**config.mk**
```make
export PLATFORM = sky130hd
export DESIGN_NAME = md_ctrl
export DESIGN_NICKNAME = d
export VERILOG_FILES = /design/src/rtl/md_pkg.sv /design/src/rtl/md_lat_cnt.sv /design/src/rtl/md_ctrl.sv
export SDC_FILE = /design/constraint.sdc
export NUM_CORES = 1
export LEC_CHECK = 0
export CORE_AREA = 2 2 93 95
export DETAILED_ROUTE_END_ITERATION = 16
export DIE_AREA = 0 0 95 97
export PLACE_DENSITY = 0.66
export SYNTH_ARGS = -nofsm -noshare
export SYNTH_HDL_FRONTEND = slang
export SYNTH_SLANG_ARGS = --single-unit
export TNS_END_PERCENT = 30
```
**constraint.sdc**
```tcl
create_clock -name clk -period 2.1 [get_ports clk]
set_input_delay 0.42 -clock clk [delete_from_list [all_inputs] [get_ports clk]]
set_output_delay 0.42 -clock clk [all_outputs]
set_load 0.05 [all_outputs]
```
**src/rtl/md_pkg.sv**
```systemverilog
// md_pkg: shared encodings and defaults for the multiply/divide control path
//   md_op_e    : E-stage / unit operation codes
//   md_state_e : controller FSM states
//   CNT_W      : latency counter width
//   *_LAT_DEF  : default busy latencies
package md_pkg;

    typedef enum logic [3:0] {
        OP_NONE  = 4'd0,
        OP_MULT  = 4'd1,
        OP_MULTU = 4'd2,
        OP_DIV   = 4'd3,
        OP_DIVU  = 4'd4,
        OP_MTHI  = 4'd5,
        OP_MTLO  = 4'd6,
        OP_MFHI  = 4'd7,
        OP_MFLO  = 4'd8
    } md_op_e;

    typedef enum logic {
        ST_IDLE = 1'b0,
        ST_RUN  = 1'b1
    } md_state_e;

    localparam int CNT_W        = 4;
    localparam int MULT_LAT_DEF = 5;
    localparam int DIV_LAT_DEF  = 10;

    // Operations that are handed to the unit (long ops plus HI/LO writes).
    function automatic logic is_unit_op(input logic [3:0] op);
        return (op == OP_MULT) || (op == OP_MULTU) || (op == OP_DIV) ||
               (op == OP_DIVU) || (op == OP_MTHI) || (op == OP_MTLO);
    endfunction

    // Operations that occupy the unit for multiple cycles.
    function automatic logic is_long_op(input logic [3:0] op);
        return (op == OP_MULT) || (op == OP_MULTU) || (op == OP_DIV) || (op == OP_DIVU);
    endfunction

    function automatic logic is_div_op(input logic [3:0] op);
        return (op == OP_DIV) || (op == OP_DIVU);
    endfunction

    function automatic logic is_mf_op(input logic [3:0] op);
        return (op == OP_MFHI) || (op == OP_MFLO);
    endfunction

endpackage

```
**src/rtl/md_lat_cnt.sv**
```systemverilog
// md_lat_cnt: loadable down-counter that flags its final busy cycle
//   clk, reset   : clock, async active-low reset
//   load_i       : load load_val_i this edge (priority over decrement)
//   load_val_i   : latency to load
//   done_o       : counter holds 1, i.e. the last busy cycle
module md_lat_cnt
    import md_pkg::*;
(
    input  logic             clk,
    input  logic             reset,
    input  logic             load_i,
    input  logic [CNT_W-1:0] load_val_i,
    output logic             done_o
);

    logic [CNT_W-1:0] cnt_q, cnt_d;

    // Saturates at zero so an idle counter never wraps.
    always_comb begin
        cnt_d = load_i ? load_val_i : (cnt_q != '0) ? cnt_q - CNT_W'(1) : cnt_q;
    end

    always_ff @(posedge clk or negedge reset) begin
        if (!reset) cnt_q <= '0;
        else        cnt_q <= cnt_d;
    end

    assign done_o = (cnt_q == CNT_W'(1));

endmodule

```
**src/rtl/md_ctrl.sv**
```systemverilog
// md_ctrl: E-stage multiply/divide issue, busy tracking, stall and HI/LO read
//   clk, reset        : clock, async active-low reset
//   e_valid, e_op     : E-stage instruction valid and MD operation
//   e_rs, e_rt        : forwarded operands
//   kill              : flush of the E-stage instruction, suppresses issue
//   md_hi, md_lo      : HI/LO values from the unit
//   md_start/op/d1/d2 : one-cycle issue to the unit
//   stall             : freeze F/D/E while an MD op waits on a busy unit
//   busy              : unit running a mult/div
//   rd_data, rd_valid : mfhi/mflo result
module md_ctrl
    import md_pkg::*;
#(
    parameter int MULT_LAT = MULT_LAT_DEF,
    parameter int DIV_LAT  = DIV_LAT_DEF
) (
    input  logic        clk,
    input  logic        reset,
    input  logic        e_valid,
    input  logic [3:0]  e_op,
    input  logic [31:0] e_rs,
    input  logic [31:0] e_rt,
    input  logic        kill,
    input  logic [31:0] md_hi,
    input  logic [31:0] md_lo,
    output logic        md_start,
    output logic [3:0]  md_op,
    output logic [31:0] md_d1,
    output logic [31:0] md_d2,
    output logic        stall,
    output logic        busy,
    output logic [31:0] rd_data,
    output logic        rd_valid
);

    localparam logic [CNT_W-1:0] MULT_CNT = CNT_W'(MULT_LAT);
    localparam logic [CNT_W-1:0] DIV_CNT  = CNT_W'(DIV_LAT);

    md_state_e        state_q;
    logic             issue;
    logic             issue_long;
    logic             cnt_done;
    logic [CNT_W-1:0] lat_val;

    assign busy = (state_q == ST_RUN);

    // Issue is gated by reset so nothing reaches the unit while held in reset.
    always_comb begin
        stall      = e_valid & (e_op != OP_NONE) & busy;
        issue      = reset & e_valid & ~kill & ~stall & is_unit_op(e_op);
        issue_long = issue & is_long_op(e_op);
        lat_val    = is_div_op(e_op) ? DIV_CNT : MULT_CNT;
        md_start   = issue;
        md_op      = issue ? e_op : OP_NONE;
        md_d1      = issue ? e_rs : '0;
        md_d2      = issue ? e_rt : '0;
        rd_valid   = e_valid & ~busy & is_mf_op(e_op);
        rd_data    = (e_op == OP_MFHI) ? md_hi : (e_op == OP_MFLO) ? md_lo : '0;
    end

    md_lat_cnt u_cnt (
        .clk        (clk),
        .reset      (reset),
        .load_i     (issue_long),
        .load_val_i (lat_val),
        .done_o     (cnt_done)
    );

    // Issue only happens while idle (a busy unit stalls every MD op), and
    // kill has no path here so a running op always finishes.
    always_ff @(posedge clk or negedge reset) begin
        if (!reset)                             state_q <= ST_IDLE;
        else if (state_q == ST_IDLE && issue_long) state_q <= ST_RUN;
        else if (state_q == ST_RUN && cnt_done)    state_q <= ST_IDLE;
    end

endmodule

```
==> summary.txt, run 1 <==
Run status
  – Run status: complete, no violations

CTS
  – TritonCTS sink count: 5
  – Count of H-tree levels built during CTS: 1
  – Master cell of the clock root buffer: clkbuf_8
  – Clock input transition at the sequential cells of the worst setup and hold paths: 0.03 ns
  – Maximum buffer depth of the clock tree: 2
  – Clock tree from TritonCTS: done
  – Skew-Pair Late Insertion Delay: 0.22 ns
  – Quantity of hold-fixing buffers added after cts: 0
  – Number of buffers created by CTS: 3

Logic synthesis
  – Multiplexer share of the synthesized area: 0.0506
  – Number of synthesized flops with an enable pin: 0
  – Primary flip-flop cell chosen by synthesis mapping: dfrtp_1
  – Commonest cells post-synth: and2_1, a22o_1, and2_4
  – Largest family of logic cells by synthesized area: simple AND/OR/NAND/NOR gates
  – Warnings from Yosys: 0
  – Async set or reset register ratio after synthesis: 1.00
  – Netlist Area Pre-Place: 1260 µm²
  – Compound-gate portion of the synthesized area: 0.240
  – Simple logic cell fraction of the synthesized area: 0.491
  – Area contributors post-synth: and2_1, a22o_1, and2_4, dfrtp_1, ha_1
  – Largest area contributor in the netlist: and2_1
  – Yosys top cell area share: 0.233
  – Synth Area in XOR/XNOR: 0.00695
  – Most frequent cell after synthesis: and2_1
  – Syn nets: 297
  – Adder-cell share of the synthesized area: 0.0298
  – Number of synthesized register bits: 5
  – Number of instances in the synthesized netlist: 158
  – Sequential share of the synthesized area: 0.0993
  – Mean instance size in the synthesized netlist: 7.97 µm²
  – Distinct cells, synth: 33

Die
  – Area of the core region: 8130 µm²
  – Die area: 9220 µm²
  – Height of the die: 97 µm
  – Horizontal die dimension: 95 µm
  – Effective utilization at floorplan: 0.155
  – Top Ports: 240
  – Placement Rows: 33

Global routing
  – First-pass GRT wire length: 12.9 mm
  – Initial antenna violation count: 0
  – Global route total overflow: 0
  – Via count of the first global-routing pass: 2,329
  – Overall Global Routing Usage: 0.182
  – Largest net degree at the start of global routing: 21

STA
  – Maximum clock skew at final layout: 0.000251 ns
  – Rel. slew slack: 0.666
  – Maximum achievable frequency: 0.478 GHz
  – Least-Margin Pin Slew: 0.499 ns
  – Final critical-path required period: 2.09 ns
  – Final Hold Viols: 0
  – Worst-case hold slack: 0.123 ns
  – Fin crit share: 0.996
  – RSZ-0062 raised after global routing: true
  – Final setup violating endpoints: 0
  – Max-slew violation count: 0
  – Slack of the critical path: 0.00911 ns

Setup path
  – Worst Path Required: 1.68 ns
  – Arrival time of the worst setup path: 1.67 ns
  – Launching element type of the critical path: primary input
  – Critical path type: primary input to primary output
  – Type of element capturing the critical path: primary output
  – Depth of the worst register-to-register path: 5
  – Maximum fanout along the worst path: 5

Detailed routing
  – Routed via count: 2,259
  – Post-DR vias/cell: 4.30
  – Number of violations reported at the end of detailed-routing iteration 0: 19
  – DRT antenna net count: 0
  – Wirelength per Cell: 17.3 µm
  – Wirelength, routed: 9.07 mm
  – Drt drc: 0
  – First-pass iteration count of the detailed router: 4

Finish
  – FF+latch area: 125 µm²
  – Share of cells above drive strength 1: 0.557
  – Footprint of the multi-input gates: 1250 µm²
  – Count of non-filler cells in the finished layout: 525
  – Total number of nets in the final design: 560
  – Synth-to-Final Area Change: 336%
  – Number of antenna repair diodes: 0
  – Number of fill cells: 585

Placed design
  – Inst Count DP: 500
  – Worst-case setup slack after placement: -0.372 ns
  – Buffers added on ports: 238
  – Placed wire-length estimate after detailed placement: 7.00 mm
  – Final estimated routing congestion in global placement: 0.808

Power
  – Power Dens Cells: 269 nW/µm²
  – Maximum vdd ir drop: 0.428 mV
  – PnR Total Power: 1.48 mW
  – P_leak: 2.31 nW

Min path
  – Type of the most critical hold path: primary input to async pin

Run
  – Max-cap check violation count: 0
final cells by class:
cell class	count	area share
clock buffers	4	0.00819
flip-flops and latches	5	0.0228
inverters	3	0.00205
repair buffers	273	0.715
well taps	105	0.0239
multi-input cells	135	0.228
final timing paths:
path / startpoint / to / slack (ns)
max: e_op[0] / md_d2[25] / 0.009
min: reset / u_cnt.cnt_q[0] / 0.12
max reg2reg: u_cnt.cnt_q[0] / u_cnt.cnt_q[1] / 0.52
min reg2reg: u_cnt.cnt_q[3] / busy / 0.59
max in group asynchronous: reset / u_cnt.cnt_q[2] / 1.87
min in group clk: u_cnt.cnt_q[3] / busy / 0.59
where the power goes:
group / switching, mW / internal (mW)
Combinational: 0.464 / 0.640
Clock: 0.0486 / 0.130
Sequential: 0.0479 / 0.146
registers in the layout, summed over array words and instances, names as in the netlist:
register and count:
u_cnt.cnt_q 4, busy 1
per-stage QoR:
| stage | instance area (µm²) | setup TNS, ns | utilization |
|---|---|---|---|
| 2_1_floorplan | 1270 | -0.787 | - |
| 4_1_cts | 5420 | -0.459 | 0.666 |
| 6_report | 5500 | 0 | 0.676 |
| 3_5_place_dp | 4860 | -30.87 | 0.598 |
| 5_1_grt | 5500 | -0.379 | 0.676 |
| 3_3_place_gp | 4860 | -27.97 | 0.598 |
cells in the final DEF (no fill, tap or decap), types with 2 or more instances in the layout:
cell / Yosys / routed
clkbuf_8: 0 / 3
a22o_4: 0 / 9
mux2_2: 3 / 3
ha_1: 3 / 3
nor2b_1: 2 / 2
clkbuf_16: 0 / 3
nor2_1: 4 / 4
inv_1: 3 / 3
buf_6: 3 / 9
clkdlybuf4s50_1: 0 / 129
buf_4: 1 / 13
a21oi_1: 2 / 2
dfrtp_1: 5 / 5
buf_12: 0 / 107
clkbuf_2: 1 / 2
and2_4: 20 / 67
a22o_1: 32 / 23
buf_16: 0 / 6
mux2i_1: 3 / 3
buf_8: 0 / 3
logic make-up (layout without fill, tap and decap cells):
logic type,after synthesis,count (layout)
XOR/XNOR,1,1
buffers and inverters,18,280
multiplexers,6,6
adder cells (fa/ha/maj),3,3
flip-flops,5,5
AO/OA/AOI/OAI,36,36
AND/OR/NAND/NOR,88,88
other,1,1
layer usage:
layer	track usage	up-vias	part of all wire
met5	0	-	0
met4	0.0368	0	0.010
met3	0.0421	8	0.092
met2	0.369	132	0.57
met1	0.181	1042	0.33
li1	-	1077	-
critical path, stage by stage:
cell	delay, ns
buf_8	0.10
or3_4	0.39
and4_4	0.18
buf_8	0.14
clkbuf_16	0.15
and2_4	0.14
buf_12	0.14
what timing repair did:
action,CTS,global route
gates cloned,7,4
gates resized for setup,100,7
setup endpoints to repair,101,71
setup buffers,10,1
pin swaps,58,9
(Power assumes the default switching activity.)
==> run 2, diff against run 1 <==
--- a/config.mk
+++ b/config.mk
@@ -9,6 +9,7 @@
 export DETAILED_ROUTE_END_ITERATION = 16
 export DIE_AREA = 0 0 95 97
 export PLACE_DENSITY = 0.66
+export SLEW_MARGIN = 25
 export SYNTH_ARGS = -nofsm -noshare
 export SYNTH_HDL_FRONTEND = slang
 export SYNTH_SLANG_ARGS = --single-unit
==> results of run 2 <==
Same layout as run 1: the final DEF is identical, and so are final timing and power.
